[src/rtl/ula_pkg.sv]
// +------------------------------------------------------------------+
// | ula_pkg: opcodes of the shared 8-bit ula and arbiter FSM states   |
// | rev 1.0                                                           |
// +------------------------------------------------------------------+
`default_nettype none

package ula_pkg;

  localparam logic [3:0] ULA_SOMA = 4'd0;
  localparam logic [3:0] ULA_SUB  = 4'd1;
  localparam logic [3:0] ULA_INC  = 4'd2;
  localparam logic [3:0] ULA_DEC  = 4'd3;
  localparam logic [3:0] ULA_SHL  = 4'd4;
  localparam logic [3:0] ULA_SHR  = 4'd5;
  localparam logic [3:0] ULA_ROL  = 4'd6;
  localparam logic [3:0] ULA_ROR  = 4'd7;
  localparam logic [3:0] ULA_AND  = 4'd8;
  localparam logic [3:0] ULA_OR   = 4'd9;
  localparam logic [3:0] ULA_XOR  = 4'd10;
  localparam logic [3:0] ULA_XNOR = 4'd11;

  localparam int ULA_OP_MAX = 11;

  typedef enum logic [1:0] {
    OCIOSO   = 2'd0,
    EMITE    = 2'd1,
    CAPTURA  = 2'd2,
    RESPONDE = 2'd3
  } arb_estado_t;

endpackage

`default_nettype wire

[src/rtl/arbitro_rr.sv]
// +------------------------------------------------------------------+
// | arbitro_rr: 2-input grant logic with last-granted pointer.        |
// | ULA_ARB_PRIO_FIXA_EN selects fixed priority (requester 0 wins).   |
// | rev 1.0                                                           |
// +------------------------------------------------------------------+
`default_nettype none

module arbitro_rr (
  input  logic clock,
  input  logic resetN,
  input  logic valid0,
  input  logic valid1,
  input  logic aceita,
  output logic grant
);

`ifdef ULA_ARB_PRIO_FIXA_EN
  logic unused_sinais;
  assign unused_sinais = &{1'b0, clock, resetN, aceita};
  assign grant = valid1 && !valid0;
`else
  logic ultimo;

  // Pointer holds the last winner; it starts at 1 so requester 0 takes the first tie.
  always_ff @(posedge clock or negedge resetN) begin
    if (!resetN)
      ultimo <= 1'b1;
    else if (aceita)
      ultimo <= grant;
  end

  always_comb begin
    grant = valid1;
    if (valid0 && valid1)
      grant = ~ultimo;
  end
`endif

endmodule

`default_nettype wire

[src/rtl/ula_arbitro.sv]
// +------------------------------------------------------------------+
// | ula_arbitro: shares one external ula between two requesters,      |
// | sequencing issue/capture/response. Macro: ULA_ARB_PRIO_FIXA_EN    |
// | rev 1.0                                                           |
// +------------------------------------------------------------------+
`default_nettype none

module ula_arbitro
  import ula_pkg::*;
#(
  parameter int LARGURA = 8,
  parameter int OP_MAX  = ULA_OP_MAX
) (
  input  logic               clock,
  input  logic               resetN,
  input  logic               req0Valid,
  output logic               req0Ready,
  input  logic [LARGURA-1:0] req0A,
  input  logic [LARGURA-1:0] req0B,
  input  logic [3:0]         req0Op,
  input  logic               req1Valid,
  output logic               req1Ready,
  input  logic [LARGURA-1:0] req1A,
  input  logic [LARGURA-1:0] req1B,
  input  logic [3:0]         req1Op,
  output logic               resp0Valid,
  input  logic               resp0Ready,
  output logic [LARGURA:0]   resp0Dado,
  output logic               resp0Erro,
  output logic               resp1Valid,
  input  logic               resp1Ready,
  output logic [LARGURA:0]   resp1Dado,
  output logic               resp1Erro,
  output logic [LARGURA-1:0] ulaA,
  output logic [LARGURA-1:0] ulaB,
  output logic [3:0]         ulaOp,
  input  logic [LARGURA:0]   ulaSaida,
  output logic               ocupado
);

  localparam logic [3:0] OP_LIM = 4'(OP_MAX);

  arb_estado_t        estado;
  arb_estado_t        prox;
  logic               grant;
  logic               ocioso;
  logic               aceita;
  logic               op_ilegal;
  logic               id;
  logic               resp_ready;
  logic [LARGURA-1:0] sel_a;
  logic [LARGURA-1:0] sel_b;
  logic [3:0]         sel_op;
  logic [LARGURA:0]   dado;
  logic               erro;

  arbitro_rr u_arbitro (
    .clock  (clock),
    .resetN (resetN),
    .valid0 (req0Valid),
    .valid1 (req1Valid),
    .aceita (aceita),
    .grant  (grant)
  );

  assign ocioso     = (estado == OCIOSO);
  assign sel_a      = grant ? req1A  : req0A;
  assign sel_b      = grant ? req1B  : req0B;
  assign sel_op     = grant ? req1Op : req0Op;
  assign op_ilegal  = (sel_op > OP_LIM);
  assign aceita     = ocioso && (grant ? req1Valid : req0Valid);
  assign resp_ready = id ? resp1Ready : resp0Ready;

  // The state register reads OCIOSO during reset, so readies are also gated by resetN.
  assign req0Ready  = resetN && ocioso && !grant;
  assign req1Ready  = resetN && ocioso && grant;
  assign resp0Valid = (estado == RESPONDE) && !id;
  assign resp1Valid = (estado == RESPONDE) && id;
  assign resp0Dado  = dado;
  assign resp1Dado  = dado;
  assign resp0Erro  = erro;
  assign resp1Erro  = erro;
  assign ocupado    = !ocioso;

  always_ff @(posedge clock or negedge resetN) begin
    if (!resetN)
      estado <= OCIOSO;
    else
      estado <= prox;
  end

  always_comb begin
    prox = estado;
    case (estado)
      OCIOSO:   if (aceita) prox = op_ilegal ? RESPONDE : EMITE;
      EMITE:    prox = CAPTURA;
      CAPTURA:  prox = RESPONDE;
      RESPONDE: if (resp_ready) prox = OCIOSO;
      default:  prox = OCIOSO;
    endcase
  end

  // A rejected opcode leaves the ALU operand registers untouched.
  always_ff @(posedge clock or negedge resetN) begin
    if (!resetN) begin
      id    <= 1'b0;
      dado  <= '0;
      erro  <= 1'b0;
      ulaA  <= '0;
      ulaB  <= '0;
      ulaOp <= '0;
    end else begin
      if (aceita) begin
        id <= grant;
        if (op_ilegal) begin
          dado <= '0;
          erro <= 1'b1;
        end else begin
          ulaA  <= sel_a;
          ulaB  <= sel_b;
          ulaOp <= sel_op;
        end
      end
      if (estado == CAPTURA) begin
        dado <= ulaSaida;
        erro <= 1'b0;
      end
    end
  end

endmodule

`default_nettype wire

[config.mk]
export PLATFORM = sky130hd
export DESIGN_NAME = ula_arbitro
export DESIGN_NICKNAME = d
export VERILOG_FILES = /design/src/rtl/ula_pkg.sv /design/src/rtl/arbitro_rr.sv /design/src/rtl/ula_arbitro.sv
export SDC_FILE = /design/constraint.sdc
export NUM_CORES = 1
export LEC_CHECK = 0
export BUFFER_PORTS_ARGS = -buffer_cell sky130_fd_sc_hd__buf_4
export CAP_MARGIN = 30
export CELL_PAD_IN_SITES_DETAIL_PLACEMENT = 0
export CELL_PAD_IN_SITES_GLOBAL_PLACEMENT = 1
export CORE_ASPECT_RATIO = 1.4
export CORE_MARGIN = 2
export CORE_UTILIZATION = 35
export DETAILED_ROUTE_END_ITERATION = 7
export PLACE_DENSITY_LB_ADDON = 0.1
export SLEW_MARGIN = 40
export SYNTH_ARGS = -nofsm -noshare
export SYNTH_HDL_FRONTEND = slang
export SYNTH_SLANG_ARGS = --single-unit
[constraint.sdc]
create_clock -name clock -period 5.15 [get_ports clock]
set_input_delay 0.2575 -clock clock [delete_from_list [all_inputs] [get_ports clock]]
set_output_delay 0.2575 -clock clock [all_outputs]
set_load 0.05 [all_outputs]
**Yosys cells after proc, flatten, opt, wreduce, memory -nomap -nowiden**

Cells that the tools add are included.

- Register bits: 34
- Input port bits: 55
- Output and inout port bits: 45
- Word-level logic and storage cells: 48

- $lt $le $gt $ge: 1
- Equality and inequality tests: 5
- Muxes and demuxes: 16
- Bitwise logic cells: 2
- Reductions and logical operators: 16

Operators by type and width:

| operator | number |
|---|---|
| 9-bit 2-to-1 mux | 3 |
| 8-bit 2-to-1 mux | 2 |
| 2-bit one-hot mux with 4 select lines | 1 |
| 1-bit logical AND | 7 |
| 1-bit 2-to-1 mux | 6 |
| 2-bit 2-to-1 mux | 3 |
| 2-bit AND reduction | 3 |
| 2-bit == test (second input constant) | 2 |
| 4-bit > comparator (second input constant) | 1 |
| 4-bit 2-to-1 mux | 1 |
| 2-bit nonzero test | 2 |
| 1-bit zero test | 3 |
| 2-bit by 1-bit == test with 1-bit output (second input constant) | 1 |
| 2-bit zero test | 1 |
| 2-bit by 1-bit inequality test with 1-bit output (second input constant) | 1 |
| 2-bit inequality test (second input constant) | 1 |
| 1-bit inverter | 2 |

**Logic depth before layout (Yosys ltp)**

Gate-level depths: netlist of run 1.

- Depth after elaboration: 7
- Depth in mapped cells: 7
- Depth with buffers taken out: 6

**Hierarchy**

Synthesis of run 1 repeated with hierarchy kept, for this count alone.

- Cells, all modules: 154
- Area, all modules: 1875.5 um^2

Modules (own cells, without submodules):

| module | instances | cells each | area an instance (um^2) | seq. area each (um^2) |
|---|---|---|---|---|
| ula_arbitro | 1 | 151 | 1823.0 | 825.8 |
| arbitro_rr | 1 | 3 | 52.6 | 26.3 |

**Worst setup path before layout of run 1**

OpenSTA, ideal clock, no wires.

- Path type: register -> output
- Start: reg estado[0]
- End: out req0Ready
- Data arrival time: 1.637 ns
- Required time: 4.893 ns
- Slack: 3.256 ns
- Cell stages (with the launch flop): 6
- Path buffers: 1
- Cell sequence: dfrtp_1 -> inv_1 -> ha_1 -> buf_1 -> nand2_1 -> nor2_1

- Word-level cells in the longest chain between the ends: 3

Ends and longest elaborated chain:

| element | line | RTL |
|---|---|---|
| start: declaration | ula_arbitro.sv:43 | `arb_estado_t estado;` |
| start signal: assignment | ula_arbitro.sv:89 | `estado <= prox;` |
| 2-bit zero test | ula_arbitro.sv:66 | `assign ocioso = (estado == OCIOSO);` |
| 1-bit logical AND (2 in a row) | ula_arbitro.sv:75 | `assign req0Ready = resetN && ocioso && !grant;` |
| end: declaration | ula_arbitro.sv:17 | `output logic req0Ready,` |

No other way between the ends.

**Worst setup path in the final report of run 1**

- Start: reg estado[0]
- End: reg ulaB[3]

- Word-level cells in the longest chain between the ends: 3

Ends and longest elaborated chain:

| element | line | RTL |
|---|---|---|
| 2-bit zero test | ula_arbitro.sv:66 |  |
| 1-bit logical AND | ula_arbitro.sv:71 | `assign aceita = ocioso && (grant ? req1Valid : req0Valid);` |
| 2-bit AND reduction (no line) | n/a |  |
| end signal: assignment | ula_arbitro.sv:120 | `ulaB <= sel_b;` |
| end: declaration | ula_arbitro.sv:35 | `output logic [LARGURA-1:0] ulaB,` |

No other way between the ends.
A chain may end at the register's enable or synchronous reset.

==> results_dict.tcl, run 1 <==
set metrics [dict create \
    grt_pass1_vias 1453 \
    internal_power_mw 1.02 \
    relSlewSlack_pct 50.7 \
    ys_warn_count 0 \
    overflow 0 \
    coreArea_um2 5080 \
    root_buffer "clkbuf_8" \
    cp.arrival_ps 2420 \
    post-route-drc-count 0 \
    reg2reg_to "ulaB[3]" \
    nNetsFinal 295 \
    cts_tree "done" \
    ios 100 \
    power.leakage_nw 1.32 \
    swShare_pct 49.9 \
    pwr-share-comb_pct 63.6 \
    hold_class "in2reg" \
    ys_seq_area_share_pct 46.9 \
    place_area_um2 2540 \
    synthDistinctLibCells 27 \
    area_growth_pct 46.5 \
    clock_path_buffers 2 \
    critPathKind "reg2reg" \
    syn-num-nets 205 \
    num-fill-cells 458 \
    grt_pass1_wl_mm 6.76 \
    slew_violations 0 \
    rsz0062_at_grt "false" \
    clock_latency_ps 290 \
    pwr-share-seq_pct 24.4 \
    clk_pin_slew_worst_paths_ps 80 \
    cp-end-kind "flip-flop" \
    antenna_found_initial 0 \
    crit_required_ps 5320 \
    vias_per_cell 4.66 \
    critPathLaunchType "flip-flop" \
    rows 31 \
    hpwl_mm 3.35 \
    drtIter0Drc 43 \
    synthTopCellsByArea "dfrtp_1 (45%), mux2_2 (16%), mux2_4 (8.3%)" \
    finalInstanceArea_um2 2660 \
    cp_max_fo 18 \
    max_freq_mhz 443 \
    layout_common_cells "buf_4 (99), dfrtp_1 (33), mux2_2 (26)" \
    diodes 0 \
    syn_area_per_cell_um2 12.4 \
    postRouteAntennaNets 0 \
    syn_inst 147 \
    port_buffers 99 \
    start_util_pct 35.7 \
    crit-reg2reg-launch "estado[0]" \
    period_share_pct 43.8 \
    drive_above_1_share_pct 61.3 \
    maxCapViolCount 0 \
    tightest_slew_ps 738 \
    hold_viol_final 0 \
    synth_top_area_share_pct 45.5 \
    track_usage_pct 15.5 \
    cts.sinks 34 \
    h-tree-depth 2 \
    min_path_cells 2 \
    die_height_um 89.2 \
    numCtsBuffers 5 \
    clockPowerShare_pct 12.0 \
    detail_route.wl_per_cell_um 14.3 \
    grt_start_max_net_pins 37 \
    mostFrequentLayoutCell "buf_4" \
    fin_crit_ps 2260 \
    cts_resized 0 \
    fin_skew_ps 9.46 \
    vias 1416 \
    min-delay-start "ulaSaida[8]" \
    routed_wl_mm 4.34 \
    netlist_area_um2 1820 \
    setup_viol 0 \
    ff2ff_path_depth 6 \
    power.switching_mw 1.02 \
    startpoint "estado[0]" \
    whs_endpoint "resp0Dado[8]" \
    fp.dieW_um 64.9 \
    dr.pass1.iters 4 \
    ir_worst_vdd_mv 0.306 \
    die_area_um2 5790 \
    synth-seq-cells 34 \
    yosys.area.top_type "dfrtp_1" \
    outcome "finished, final reports clean" \
    power_density_nw_per_um2 767 \
    setup_tns_ps 0 \
    gp_congestion 0.728 \
    reg2reg_slack_ps 2890 \
]
registers in the layout, indices dropped and copies added, names as in the netlist:
name and cells:
resp0Erro 1, ulaA 8, u_arbitro.ultimo 1, estado 2
ulaOp 4, ulaB 8, resp0Dado 9, id 1
cell usage after synthesis, drive strengths merged:
cell / instances
a22o: 11
ha: 3
nand2b: 2
a21boi: 3
mux2: 36
dfstp: 1
mux2i: 3
buf: 15
clkbuf: 2
and2: 1
o21ai: 2
nand2: 5
a31oi: 1
a32oi: 2
nor2: 2
inv: 6
dfrtp: 33
and3: 1
nor2b: 14
a21oi: 3
nor3: 1
logic make-up after synthesis:
| logic type | after synthesis | synth area share [%] |
|---|---|---|
| buffers and inverters | 23 | 7.44 |
| and+or+nand+nor | 26 | 8.06 |
| AOI/OAI and AO/OA | 22 | 9.44 |
| muxes | 39 | 26.1 |
| adders and majority gates | 3 | 2.07 |
| DFF | 34 | 46.9 |
cell type report:
type	instances	area, um2	share of cell area (%)
flip-flops and latches	34	852	32.0
multi-input cells	90	836	31.4
repair buffers	100	753	28.3
well taps	66	82.6	3.10
clock buffers	5	68.8	2.59
clock inverters	3	45.0	1.69
inverters	6	22.5	0.847
routing by layer:
metal,up-vias,GRT usage [%],wire (um)
met5,-,0,0
li1,687,-,-
met3,2,5.16,333
met4,0,6.00,31
met2,68,26.8,2340
met1,659,17.6,1640
worst max-delay path by stage:
stage | cells after the start | to | slack (ps)
floorplan | 5 | req0Ready | 3260
global placement | 5 | ulaB[2] | 2640
detailed placement | 6 | ulaB[3] | 2890
CTS | 6 | ulaB[3] | 2880
global route | 6 | ulaOp[1] | 2670
finish | 6 | ulaB[3] | 2890
timing repair:
| item | in CTS | in global routing |
|---|---|---|
| hold buffers | 1 | 0 |
| endpoints found under the hold margin | 33 | 0 |
| setup buffers | 0 | 0 |
metrics by stage:
step                      power [mW]  instances  hold slack [ps]  utilization [%]  setup slack [ps]
after floorplan                 1.48        147            -38.1                -              3260
after global placement          1.78        295              234             49.8              2640
after detailed placement        1.81        295              244             49.9              2890
after CTS                       2.07        304              186             52.4              2880
after global routing            2.15        304              188             52.4              2670
final                           2.04        304              200             52.4              2890
critical path, cell delays in order, from the launching register on:
cell,delay (ps)
dfrtp_1,380
inv_1,110
ha_1,420
nor2b_1,210
a32oi_1,160
nand2_2,460
mux2_2,400
power by group through the flow:
stage	logic [mW]	clock network, mW	registers, mW
floorplan	0.592	0	0.889
global placement	1.29	0	0.494
detailed placement	1.31	0	0.500
CTS	1.31	0.256	0.500
global route	1.37	0.268	0.518
finish	1.30	0.245	0.497
No activity file was read; power rests on OpenSTA's default activity.
==> run 2: changes to the inputs <==
--- a/config.mk
+++ b/config.mk
@@ -5,13 +5,14 @@
 export SDC_FILE = /design/constraint.sdc
 export NUM_CORES = 1
 export LEC_CHECK = 0
+export ABC_AREA = 1
 export BUFFER_PORTS_ARGS = -buffer_cell sky130_fd_sc_hd__buf_4
 export CAP_MARGIN = 30
 export CELL_PAD_IN_SITES_DETAIL_PLACEMENT = 0
 export CELL_PAD_IN_SITES_GLOBAL_PLACEMENT = 1
 export CORE_ASPECT_RATIO = 1.4
 export CORE_MARGIN = 2
-export CORE_UTILIZATION = 35
+export CORE_UTILIZATION = 27
 export DETAILED_ROUTE_END_ITERATION = 7
 export PLACE_DENSITY_LB_ADDON = 0.1
 export SLEW_MARGIN = 40
==> constraint.sdc (replaced) <==
create_clock -name clock -period 1.9 [get_ports clock]
set_input_delay 0.095 -clock clock [delete_from_list [all_inputs] [get_ports clock]]
set_output_delay 0.095 -clock clock [all_outputs]
set_load 0.05 [all_outputs]
==> results_dict.tcl, run 2 <==
set metrics [dict create \
    outcome "finished, final reports clean" \
    fin_ws_ps 197 \
    crit_required_ps 2070 \
    reg2reg_to "ulaOp[0]" \
    numCtsBuffers 5 \
    synthSimpleGateAreaFrac_pct 38.9 \
    largest_reg_flops 9 \
    synthAdderAreaFrac_pct 2.06 \
    hold_viol_final 0 \
    tightest_slew_ps 459 \
    grt_start_max_net_pins 35 \
    period_share_pct 89.6 \
    h-tree-depth 2 \
    cpPeakStageDelay_ps 400 \
    grt_pass1_vias 1735 \
    routed_wl_mm 5.07 \
    area_growth_pct 52.8 \
    cts_resized 0 \
    post-synth-top-count-cell "nand2_1" \
    track_usage_pct 14.1 \
    cp-end-kind "flip-flop" \
    detail_route.wl_per_cell_um 12.1 \
    wl_met3_um 276 \
    ys_top_cells_by_count "nand2_1 (124), dfrtp_1 (33), nand3_1 (32)" \
    post-cts-setup-buffers 0 \
    fin_util_pct 42.3 \
    mostFrequentLayoutCell "nand2_1" \
    rsz0062_at_grt "false" \
    overflow 0 \
    clk_pin_slew_worst_paths_ps 70 \
    swShare_pct 52.1 \
    yosys.area.top_type "dfrtp_1" \
    dp_slack_ps 166 \
    slowest_stage "dfrtp_1" \
    relSlewSlack_pct 69.4 \
    nNetsFinal 404 \
    ff2ff_path_depth 8 \
    cts_tree "done" \
    syn_area_per_cell_um2 7.37 \
    antenna_found_initial 0 \
    crit-reg2reg-launch "estado[0]" \
    post-route-drc-count 0 \
    num-fill-cells 695 \
    power.leakage_nw 1.61 \
    synth-seq-cells 34 \
    setup_viol 0 \
    fp.dieW_um 73.4 \
    power.switching_mw 2.91 \
    die_area_um2 7420 \
    synth-xor-area-share_pct 0 \
    rows 35 \
    syn_inst 247 \
    layout_common_cells "nand2_1 (124), buf_4 (106), dfrtp_1 (33)" \
    clock_path_buffers 2 \
    whs_endpoint "resp0Dado[0]" \
    slew_violations 0 \
    grt_pass1_wl_mm 8.08 \
    hold_class "in2reg" \
    synth_edf_count 0 \
    holdWs_ps 8.94 \
    synth-compound-area-share_pct 1.51 \
    pwr-share-seq_pct 23.6 \
    gp_congestion 0.727 \
    fin_skew_ps 4.80 \
    synthArstFlopShare_pct 100 \
    drtIter0Drc 41 \
    cts_hold_buf 5 \
    pwr-share-comb_pct 61.6 \
    synth_mux_area_share_pct 0 \
    cp_max_fo 11 \
    fin_crit_ps 1700 \
    ys_seq_area_share_pct 46.8 \
    clockPowerShare_pct 14.8 \
    netlist_area_um2 1820 \
    crit_chain "inv_1 -> ha_1 -> inv_2 -> nor2_4 -> nand3_2 -> buf_4 -> nand3_1 -> nand2_1" \
    reg2reg_slack_ps 200 \
    root_buffer "clkbuf_8" \
    cts.sinks 34 \
    ios 100 \
    max_freq_mhz 587 \
    diodes 0 \
    maxCapViolCount 0 \
    internal_power_mw 2.67 \
    min-delay-start "ulaSaida[0]" \
    synthFlopType "dfrtp_1" \
    start_util_pct 27.7 \
    synthDistinctLibCells 21 \
    critPathLaunchType "flip-flop" \
    port_buffers 99 \
    hpwl_mm 3.89 \
    synth_top_family_by_area "simple AND/OR/NAND/NOR gates" \
    top_layer "met4" \
    ys_warn_count 0 \
    min_path_cells 3 \
    drive_above_1_share_pct 35.7 \
    die_height_um 101 \
    clock_latency_ps 280 \
    power_density_nw_per_um2 2010 \
    p_total_mw 5.58 \
    syn-num-nets 305 \
    vias 1853 \
    postRouteAntennaNets 0 \
    cp.arrival_ps 1880 \
    drt-met1-wl_mm 2.06 \
    synth_top_area_share_pct 45.4 \
    wl_met2_mm 2.65 \
    ir_worst_vdd_mv 0.869 \
    coreArea_um2 6570 \
    synthTopCellsByArea "dfrtp_1 (45%), nand2_1 (26%), nand3_1 (8.8%)" \
    dr.pass1.iters 4 \
    setup_tns_ps 0 \
    critPathKind "reg2reg" \
    vias_per_cell 4.40 \
]
[run 2: changes by cell type after synthesis, moves of 4 or more]
cell     change
mux2_2      -26
a22o_1      -11
nand3_1     +32
inv_1        +5
nand2_1    +120
mux2_4      -10
inv_2        +4
nor2b_1     -14
[run 2: routing by layer]
metal / up-vias / global-route usage [%]
li1: 949 / -
met3: 7 / 3.50
met4: 0 / 5.03
met2: 56 / 25.3
met5: - / 0
met1: 841 / 16.1
[run 2: kinds of logic after synthesis]
kind of cell | Yosys count
simple gates | 168
buf+inv | 37
flops | 34
compound gates | 5
fa+ha+maj | 3
[run 2: how the worst max path moves through the flow]
stage	start	end	cells past startpoint
2_1_floorplan	estado[0]	req0Ready	4
3_3_place_gp	estado[0]	ulaB[1]	8
3_5_place_dp	estado[0]	ulaB[1]	8
4_1_cts	estado[0]	ulaB[1]	8
5_1_grt	estado[0]	ulaB[1]	8
6_report	estado[0]	ulaOp[0]	8
[run 2: power by group through the flow]
stage                     clock, mW  combinational (mW)  sequential [mW]
final                         0.825                3.44             1.31
after global routing          0.883                3.70             1.36
after CTS                     0.852                3.49             1.32
after detailed placement          0                3.48             1.33
after global placement            0                3.47             1.34
after floorplan                   0                1.54             2.33
[run 2: per-stage QoR]
| step | cell area (um2) | instances |
|---|---|---|
| after floorplan | 1820 | 247 |
| after global placement | 2580 | 407 |
| after detailed placement | 2580 | 407 |
| after CTS | 2770 | 420 |
| after global routing | 2780 | 421 |
| final | 2780 | 421 |
[run 2: layout make-up]
class,instances,area [um2],area share (%)
Timing Repair Buffer,112,856,30.8
Sequential cell,34,852,30.7
Multi-Input combinational cell,176,772,27.8
Tap cell,74,92.6,3.33
Clock buffer,6,82.6,2.97
Inverter,17,63.8,2.30
Clock inverter,2,60.1,2.16
[run 2: worst max-delay path: cells and delay by family, from the launching register on]
kind                     cells  cell delay [ps]
flip-flops                   1              400
buffers and inverters        3              430
adder cells (fa/ha/maj)      1              190
AND/OR/NAND/NOR              4              570
==> run 3: changes to the inputs <==
--- a/config.mk
+++ b/config.mk
@@ -12,7 +12,7 @@
 export CELL_PAD_IN_SITES_GLOBAL_PLACEMENT = 1
 export CORE_ASPECT_RATIO = 1.4
 export CORE_MARGIN = 2
-export CORE_UTILIZATION = 27
+export CORE_UTILIZATION = 32
 export DETAILED_ROUTE_END_ITERATION = 7
 export PLACE_DENSITY_LB_ADDON = 0.1
 export SLEW_MARGIN = 40
==> constraint.sdc (replaced) <==
create_clock -name clock -period 2.2 [get_ports clock]
set_input_delay 0.11 -clock clock [delete_from_list [all_inputs] [get_ports clock]]
set_output_delay 0.11 -clock clock [all_outputs]
set_load 0.05 [all_outputs]
==> results_dict.tcl, run 3 (synthesis results as in run 2) <==
set metrics [dict create \
    outcome "finished, final reports clean" \
    setup_tns_ps 0 \
    detail_route.wl_per_cell_um 11.7 \
    ir_worst_vdd_mv 0.562 \
    coreArea_um2 5490 \
    crit_required_ps 2370 \
    gp_congestion 0.751 \
    mostFrequentLayoutCell "nand2_1" \
    setup_viol 0 \
    die_area_um2 6310 \
    whs_endpoint "resp0Dado[3]" \
    grt_pass1_vias 1671 \
    finalNonFillerCells 407 \
    cp-end-kind "flip-flop" \
    hold_viol_final 0 \
    nNetsFinal 398 \
    min_path_cells 3 \
    numCtsBuffers 5 \
    tightest_slew_ps 441 \
    dp.cells 400 \
    maxCapViolCount 0 \
    reg2reg_to "ulaA[7]" \
    ff2ff_path_depth 8 \
    clock_latency_ps 280 \
    clock_path_buffers 2 \
    track_usage_pct 15.9 \
    holdWs_ps 34.4 \
    vias 1787 \
    critPathLaunchType "flip-flop" \
    max_freq_mhz 552 \
    vias_per_cell 4.39 \
    ios 100 \
    cp.arrival_ps 1980 \
    drive_above_1_share_pct 35.7 \
    h-tree-depth 2 \
    post-route-drc-count 0 \
    hold_class "in2reg" \
    dr.pass1.iters 4 \
    reg2reg_slack_ps 390 \
    cts.sinks 34 \
    power_density_nw_per_um2 1700 \
    period_share_pct 82.4 \
    overflow 0 \
    root_buffer "clkbuf_8" \
    fin_crit_ps 1810 \
    grt_start_max_net_pins 35 \
    start_util_pct 33.2 \
    drtIter0Drc 58 \
    diodes 0 \
    post-cts-setup-buffers 0 \
    slew_violations 0 \
    cts_resized 0 \
    antenna_found_initial 0 \
    power.leakage_nw 1.55 \
    crit-reg2reg-launch "estado[0]" \
    postRouteAntennaNets 0 \
    rsz0062_at_grt "false" \
    clk_pin_slew_worst_paths_ps 70 \
    cts_hold_buf 1 \
    die_height_um 93.2 \
    hpwl_mm 3.61 \
    cp_max_fo 12 \
    fin_skew_ps 4.14 \
    p_total_mw 4.52 \
    fp.dieW_um 67.7 \
    layout_common_cells "nand2_1 (124), buf_4 (105), dfrtp_1 (33)" \
    routed_wl_mm 4.77 \
    rows 32 \
    relSlewSlack_pct 70.6 \
    min-delay-start "ulaSaida[3]" \
    grt_pass1_wl_mm 7.56 \
    critPathKind "reg2reg" \
    fin_util_pct 48.4 \
    cts_tree "done" \
    largest_reg_flops 9 \
    port_buffers 99 \
    area_growth_pct 45.9 \
]
-- run 3: cell count changes in the layout (fill, tap and decap cells not counted), sizes merged --
cell	previous run	this run
buf	106	105
bufinv	2	0
dlygate4sd3	6	1
-- run 3: worst max-delay path by stage --
stage / startpoint / end
2_1_floorplan: estado[0] / req0Ready
3_3_place_gp: estado[0] / ulaA[7]
3_5_place_dp: estado[0] / ulaA[7]
4_1_cts: u_arbitro.ultimo / req0Ready
5_1_grt: u_arbitro.ultimo / req0Ready
6_report: estado[0] / ulaA[7]
-- run 3: layout make-up --
| cell class | count | area (um2) |
|---|---|---|
| repair buffers | 106 | 798 |
| flip-flops and latches | 34 | 852 |
| multi-input cells | 176 | 772 |
| inverters | 17 | 63.8 |
| fillers | 577 | 2830 |
| well taps | 68 | 85.1 |
| clock buffers | 6 | 82.6 |
-- run 3: through the flow --
step                cell area [um2]  worst slack, ps
detailed placement             2560              379
floorplan                      1820             96.9
global route                   2650              234
finish                         2650              388
CTS                            2650              362
global placement               2560              486
-- run 3: worst max-delay path, cell delays in order (launching register included) --
cell	delay, ps
dfrtp_1	400
inv_1	90
ha_1	270
inv_2	90
nor2_4	170
nand3_2	240
buf_4	270
nand3_1	90
nand2_1	60
-- run 3: power by group --
part	internal [mW]	switching [mW]
combinational	0.868	2.07
clock	0.241	0.207
sequential	0.938	0.198
-- run 3: routing by layer --
metal  global-route usage [%]  share of wire [%]  vias to the layer above  routed length, um
li1                         -                  -                      933                  -
met1                     18.7                 40                      785               1890
met2                     26.8                 52                       62               2470
met3                     3.73                6.8                        7                324
met4                     7.14                1.9                        0                 89
met5                        0                  0                        -                  0
